===== src/rtl/led_driver.sv =====
// led_driver: front-panel LED output stage with per-channel pulse stretching and glitch-free global PWM dimming.
// Stretch counters are built only when LED_STRETCH_EN is defined; otherwise channels pass straight through.
module led_driver #(
    parameter int N_LEDS         = 16,
    parameter int STRETCH_CYCLES = 4000000,
    parameter int PWM_BITS       = 4,
    parameter int PWM_PRESCALE   = 256
) (
    input  logic                clock,
    input  logic                reset_n,
    input  logic [N_LEDS-1:0]   led_in,
    input  logic [N_LEDS-1:0]   stretch_mask,
    input  logic [PWM_BITS-1:0] brightness,
    input  logic                lamp_test,
    output logic [N_LEDS-1:0]   led_pin,
    output logic [PWM_BITS-1:0] pwm_phase
);

    localparam int PRE_W = (PWM_PRESCALE > 1) ? $clog2(PWM_PRESCALE) : 1;
    localparam logic [PRE_W-1:0]    PRE_MAX   = PRE_W'(PWM_PRESCALE - 1);
    localparam logic [PRE_W-1:0]    PRE_ONE   = PRE_W'(1);
    localparam logic [PWM_BITS-1:0] PHASE_ONE = PWM_BITS'(1);

    logic [N_LEDS-1:0]   in_p0;
    logic [N_LEDS-1:0]   stretched;
    logic [PRE_W-1:0]    pre;
    logic                tick;
    logic [PWM_BITS-1:0] bright_act;
    logic                pwm_on;

    // Stage 0: raw LED levels registered into the logic clock domain
    always_ff @(posedge clock or negedge reset_n) begin
        if (!reset_n) begin
            in_p0 <= '0;
        end else begin
            in_p0 <= led_in;
        end
    end

`ifdef LED_STRETCH_EN
    localparam int CNT_W = $clog2(STRETCH_CYCLES + 1);
    localparam logic [CNT_W-1:0] CNT_LOAD = CNT_W'(STRETCH_CYCLES);
    localparam logic [CNT_W-1:0] CNT_ONE  = CNT_W'(1);

    logic [CNT_W-1:0] cnt_p1 [N_LEDS];

    function automatic logic [CNT_W-1:0] sat_dec(input logic [CNT_W-1:0] v);
        return (v == '0) ? v : v - CNT_ONE;
    endfunction

    // Stage 1: per-channel hold-off counters; a high input reloads, mask clear kills the stretch
    always_ff @(posedge clock or negedge reset_n) begin
        if (!reset_n) begin
            for (int i = 0; i < N_LEDS; i++) begin
                cnt_p1[i] <= '0;
            end
        end else begin
            for (int i = 0; i < N_LEDS; i++) begin
                if (!stretch_mask[i]) begin
                    cnt_p1[i] <= '0;
                end else if (in_p0[i]) begin
                    cnt_p1[i] <= CNT_LOAD;
                end else begin
                    cnt_p1[i] <= sat_dec(cnt_p1[i]);
                end
            end
        end
    end

    always_comb begin
        stretched = in_p0;
        for (int i = 0; i < N_LEDS; i++) begin
            stretched[i] = in_p0[i] | (cnt_p1[i] != '0);
        end
    end
`else
    logic unused_stretch_mask;
    assign unused_stretch_mask = ^stretch_mask;
    assign stretched           = in_p0;
`endif

    assign tick = (pre == PRE_MAX);

    // Brightness is only adopted as the phase wraps, so a period is never cut short or extended
    always_ff @(posedge clock or negedge reset_n) begin
        if (!reset_n) begin
            pre        <= '0;
            pwm_phase  <= '0;
            bright_act <= '1;
        end else if (tick) begin
            pre       <= '0;
            pwm_phase <= pwm_phase + PHASE_ONE;
            if (pwm_phase == '1) begin
                bright_act <= brightness;
            end
        end else begin
            pre <= pre + PRE_ONE;
        end
    end

    assign pwm_on = (bright_act == '1) || (pwm_phase < bright_act);

    // Stage 1: registered pin drive; lamp test overrides both stretch and dimming
    always_ff @(posedge clock or negedge reset_n) begin
        if (!reset_n) begin
            led_pin <= '0;
        end else begin
            led_pin <= lamp_test ? '1 : (stretched & {N_LEDS{pwm_on}});
        end
    end

endmodule


===== config.mk =====
export PLATFORM = sky130hd
export DESIGN_NAME = led_driver
export DESIGN_NICKNAME = d
export VERILOG_FILES = /design/src/rtl/led_driver.sv
export SDC_FILE = /design/constraint.sdc
export NUM_CORES = 1
export LEC_CHECK = 0
export ABC_AREA = 1
export CAP_MARGIN = 30
export CORE_UTILIZATION = 40
export DETAILED_ROUTE_END_ITERATION = 10
export GPL_ROUTABILITY_DRIVEN = 0
export PLACE_DENSITY = 0.68
export RECOVER_POWER = 100
export SLEW_MARGIN = 20
export SYNTH_ARGS = -nofsm -noshare
export SYNTH_HDL_FRONTEND = slang
export SYNTH_SLANG_ARGS = --single-unit

===== constraint.sdc =====
create_clock -name clock -period 1.7 [get_ports clock]
set_input_delay 0.34 -clock clock [delete_from_list [all_inputs] [get_ports clock]]
set_output_delay 0.34 -clock clock [all_outputs]
set_load 0.02 [all_outputs]

== After elaboration in Yosys (flattened, before gate mapping) ==
Index checks and enable logic that the tools add are counted.

* Register bits after elaboration: 48
* Input bits: 39
* Output and inout bits: 20

* Add/sub/neg operators: 2
* $lt $le $gt $ge: 1
* Equal/unequal tests: 3
* Mux-type cells: 2
* Bitwise gates (word level): 1
* Reduce and logical (&&, ||, !) cells: 2

{| class="wikitable"
|+ Operators by type and width
! kind !! number
|-
| $and 16x16->16 || 1
|-
| $mux 16 || 1
|-
| $add 8x1->8 const B || 1
|-
| $eq 4x4->1 const B || 2
|-
| $eq 8x8->1 const B || 1
|-
| $mux 8 || 1
|-
| $add 4x1->4 const B || 1
|-
| $lt 4x4->1 || 1
|-
| $reduce_and 2->1 || 1
|-
| $logic_or 1x1->1 || 1
|}

== Logic depth before layout (Yosys ltp) ==
Gate-level depths: netlist of the first run.

* Depth after elaboration: 4
* Mapped depth: 10

== Worst setup path before layout of the first run ==
OpenSTA, ideal clock, no wires.

* Path kind: register to register
* Start point: register bright_act[3]
* End point: register led_pin[10]
* Library setup time: 0.130 ns
* Arrival: 1.304 ns
* Required time: 1.570 ns
* Setup slack: 0.266 ns
* Stages on the path, launching flop included: 11
* Path buffers: 1
* Clock period less this slack: 1.434 ns
* Path through: dfstp_2 > inv_1 > ha_1 > nand2_1 > inv_1 > nand2_1 > nand2_2 > nand2_4 > buf_6 > nand2_1 > nand2_1

* Cells in the longest elaborated chain, start to end: 4
* Elaborated cells on any way between the ends: 5
* Those cells by class: order compare (1); eq/ne (1); mux (1); bitwise (1); reduce/logical (1)

{| class="wikitable"
|+ Ends and longest elaborated chain
! item !! RTL line !! RTL
|-
| from (decl) || 28 || <nowiki>logic [PWM_BITS-1:0] bright_act;</nowiki>
|-
| from (signal assigned) || 94 || <nowiki>bright_act <= brightness;</nowiki>
|-
| $lt 4x4->1 or $eq 4x4->1 (tied branches) || 101 || <nowiki>assign pwm_on = (bright_act == '1) || (pwm_phase < bright_act);</nowiki>
|-
| $logic_or 1x1->1 (*) || 101 ||
|-
| $and 16x16->16 (*) || 108 || <nowiki>led_pin <= lamp_test ? '1 : (stretched & {N_LEDS{pwm_on}});</nowiki>
|-
| $mux 16 (*) || 108 ||
|-
| to (signal assigned) || 108 ||
|-
| to (decl) || 15 || <nowiki>output logic [N_LEDS-1:0] led_pin,</nowiki>
|}

Every way passes the cells marked *; elsewhere a longest branch is shown, timed or not.
A chain may end at the register's enable or synchronous reset.

== Final worst setup path of the first run ==
* Start point: register led_pin[12]
* End point: output led_pin[12]

No word-level cell between the ends.

==> impl_metrics.yaml, run 1 <==
clocking:
  clk_latency_ns: 0.30
  cts_tree: "built"
  ctsRootBufferMaster: "clkbuf_8"
  cts_setup_buffers: 0
  path_clk_slew_ns: 0.09
  cts_sinks: 48
  cts_htree_levels: 2
  clockBufferDepth: 2
  numCtsBuffers: 5
routing:
  route.detailed.drc: 0
  routed_via_density: 4.456
  routed_wl_mm: 3.308
  num_vias: 1163
  drt_first_iter_violations: 52
  ant_nets: 0
  firstDrtPassIters: 4
  wl_per_cell_um: 12.67
sta:
  fin_crit_sh: 0.9674
  final_hold_viol_count: 0
  hold_ws_ns: 0.4424
  fin_setup_tns_ns: 0
  finalSetupViolations: 0
  fmax_mhz: 608.1
  rsz0062_at_grt: "false"
  finalMaxSlewViolations: 0
  min_period_ns: 1.645
  slew_headroom: 0.5903
  worst_slew_pin_slew_ns: 0.6146
  clock_skew_ns: 0.009842
floorplanning:
  row_count: 23
  die_h_um: 68.67
  die_w_um: 68.67
  dieArea_mm2: 0.004716
  pin_count: 59
  coreArea_mm2: 0.004144
  floorplan.initialDensity: 0.4290
synth:
  synth-edff-count: 0
  synthTopCellsByCount: "nand2_1 (51), dfrtp_1 (44), inv_1 (17)"
  synthTopCellsByArea: "dfrtp_1 (62%), nand2_1 (11%), dfstp_2 (5.9%)"
  synth-main-ff-cell: "dfrtp_1"
  syn_area_mm2: 0.001778
  ys_seq_area_frac: 0.6784
  yosys.cell_types.count: 25
  syn_avg_cell_area_um2: 11.11
  syn_nets: 204
  synth-seq-cells: 48
  ys_async_sr_fraction: 1.000
  synth_top_area_cell: "dfrtp_1"
  synth_warnings: 0
  synth_top_cell_area_share: 0.6193
  synth_most_common_cell: "nand2_1"
  syn-instance-count: 160
worst_setup_path:
  crit_fanout: 1
  cp_top_family: "buffers and inverters"
  crit_type: "reg2out"
  crit_path_max_incr_delay_ns: 0.64
  crit_buf_inv: 1
  critical_path.endpoint_type: "output port"
  crit_chain: "dlygate4sd3_1"
  cp_slowest_cell: "dlygate4sd3_1"
  required_ns: 1.36
  start_kind: "flip-flop"
  critPathArrivalTime_ns: 1.30
final_layout:
  design_area_mm2: 0.002331
  layout-drive-gt1-share: 0.08057
  fin_cells: 261
  area_growth_pct: 31.11
  num-nets-final: 254
  diodes: 0
power_and_ir_drop:
  p_total_mw: 2.030
  powerDensity_mw_per_mm2: 870.7
  leakage_nw: 1.199
  ir_worst_vdd_uv: 595.0
place:
  placed_area_mm2: 0.002268
  placed_cells: 252
  io_buffers: 42
  hpwlAfterDp_mm: 2.506
grt:
  grt-ovfl-total: 0
  grt_max_degree: 26
  grt_pass1_wl_mm: 5.561
  grt_usage: 0.1680
  grt_pass1_vias: 1249
  antenna_found_initial: 0
run:
  max_cap_violations: 0
outcome:
  status: "finished, final reports clean"
worst_hold_path:
  hold_class: "reg2reg"
[sequential cells by signal (all words and copies together) (netlist names)]
signal and flops:
led_pin 16, in_p0 16, pre 8, bright_act 4
pwm_phase 4
[through the flow]
step,setup slack [ns],util
CTS,0.08680,0.5713
floorplan,0.2664,-
detailed placement,0.2054,0.5474
finish,0.05549,0.5625
global placement,0.2581,0.5474
global route,0.02300,0.5625
[metal layers]
metal / wire length [µm] / global-route usage
met5: 0 / 0
met4: 46 / 0.06250
met1: 1413 / 0.1918
met3: 125 / 0.04441
met2: 1722 / 0.2990
[cell families (layout without fill, tap and decap cells)]
logic type	count (synthesis)	count (layout)	share of synthesized area
adders and majority gates	5	5	0.03519
AOI/OAI and AO/OA	8	8	0.02392
buffers and inverters	21	72	0.04925
xor gates and xnor gates	6	6	0.02956
and+or+nand+nor	72	72	0.1837
DFF	48	48	0.6784
[worst paths after layout]
kind / startpoint / to / slack [ns] / cells after the start
setup reg to reg: bright_act[3] / led_pin[13] / 0.18 / 9
min in group asynchronous: reset_n / pwm_phase[3] / 0.48 / 2
hold reg to reg: in_p0[12] / led_pin[12] / 0.44 / 2
max in group asynchronous: reset_n / in_p0[12] / 0.28 / 3
hold / removal: in_p0[12] / led_pin[12] / 0.44 / 2
setup / recovery: led_pin[12] / led_pin[12] / 0.06 / 1
[report_power, final]
part           internal [mW]  switching [mW]
Clock                  0.330           0.354
Combinational         0.0778          0.0778
Sequential              1.18          0.0108
Total                   1.59           0.442
[area by class of cell]
cell class	count	area [µm²]
fill	381	1813
sequential	48	1206
tap	50	62.56
clock inverter	1	7.507
clock buffer	7	86.33
timing repair buffer	45	429.2
inverter	19	72.57
multi-input combinational	91	466.7
[what timing repair did]
| item | in CTS | in global routing |
|---|---|---|
| hold buffers | 1 | 0 |
| hold endpoints to repair | 2 | 0 |
| resized for setup | 4 | 0 |
| endpoints found under the setup margin | 4 | 0 |
[worst register-to-register path, cell delays in order (launching register included)]
cell	delay (ns)
dfstp_1	0.55
inv_1	0.05
ha_1	0.29
nand2_1	0.05
inv_1	0.05
nand2_1	0.04
nand2_1	0.10
nand2_4	0.13
nand2_1	0.09
nand2_1	0.06
[cell usage in the layout, fill, tap and decap left out, types with 4 or more instances in the layout]
master and n:
inv_1 17, dfrtp_1 44, ha_1 5, nand3_1 5, dlygate4sd3_1 19, clkdlybuf4s50_1 19, nand2_1 53, nor2_1 6
dlygate4sd2_1 4, clkbuf_8 6
(Power assumes the default switching activity.)
==> run 2, diff against run 1 <==
--- a/config.mk
+++ b/config.mk
@@ -6,7 +6,6 @@
 export NUM_CORES = 1
 export LEC_CHECK = 0
 export ABC_AREA = 1
-export CAP_MARGIN = 30
 export CORE_UTILIZATION = 40
 export DETAILED_ROUTE_END_ITERATION = 10
 export GPL_ROUTABILITY_DRIVEN = 0
==> results of run 2 <==
The final DEF is identical to that of run 1; final timing and power are the same.
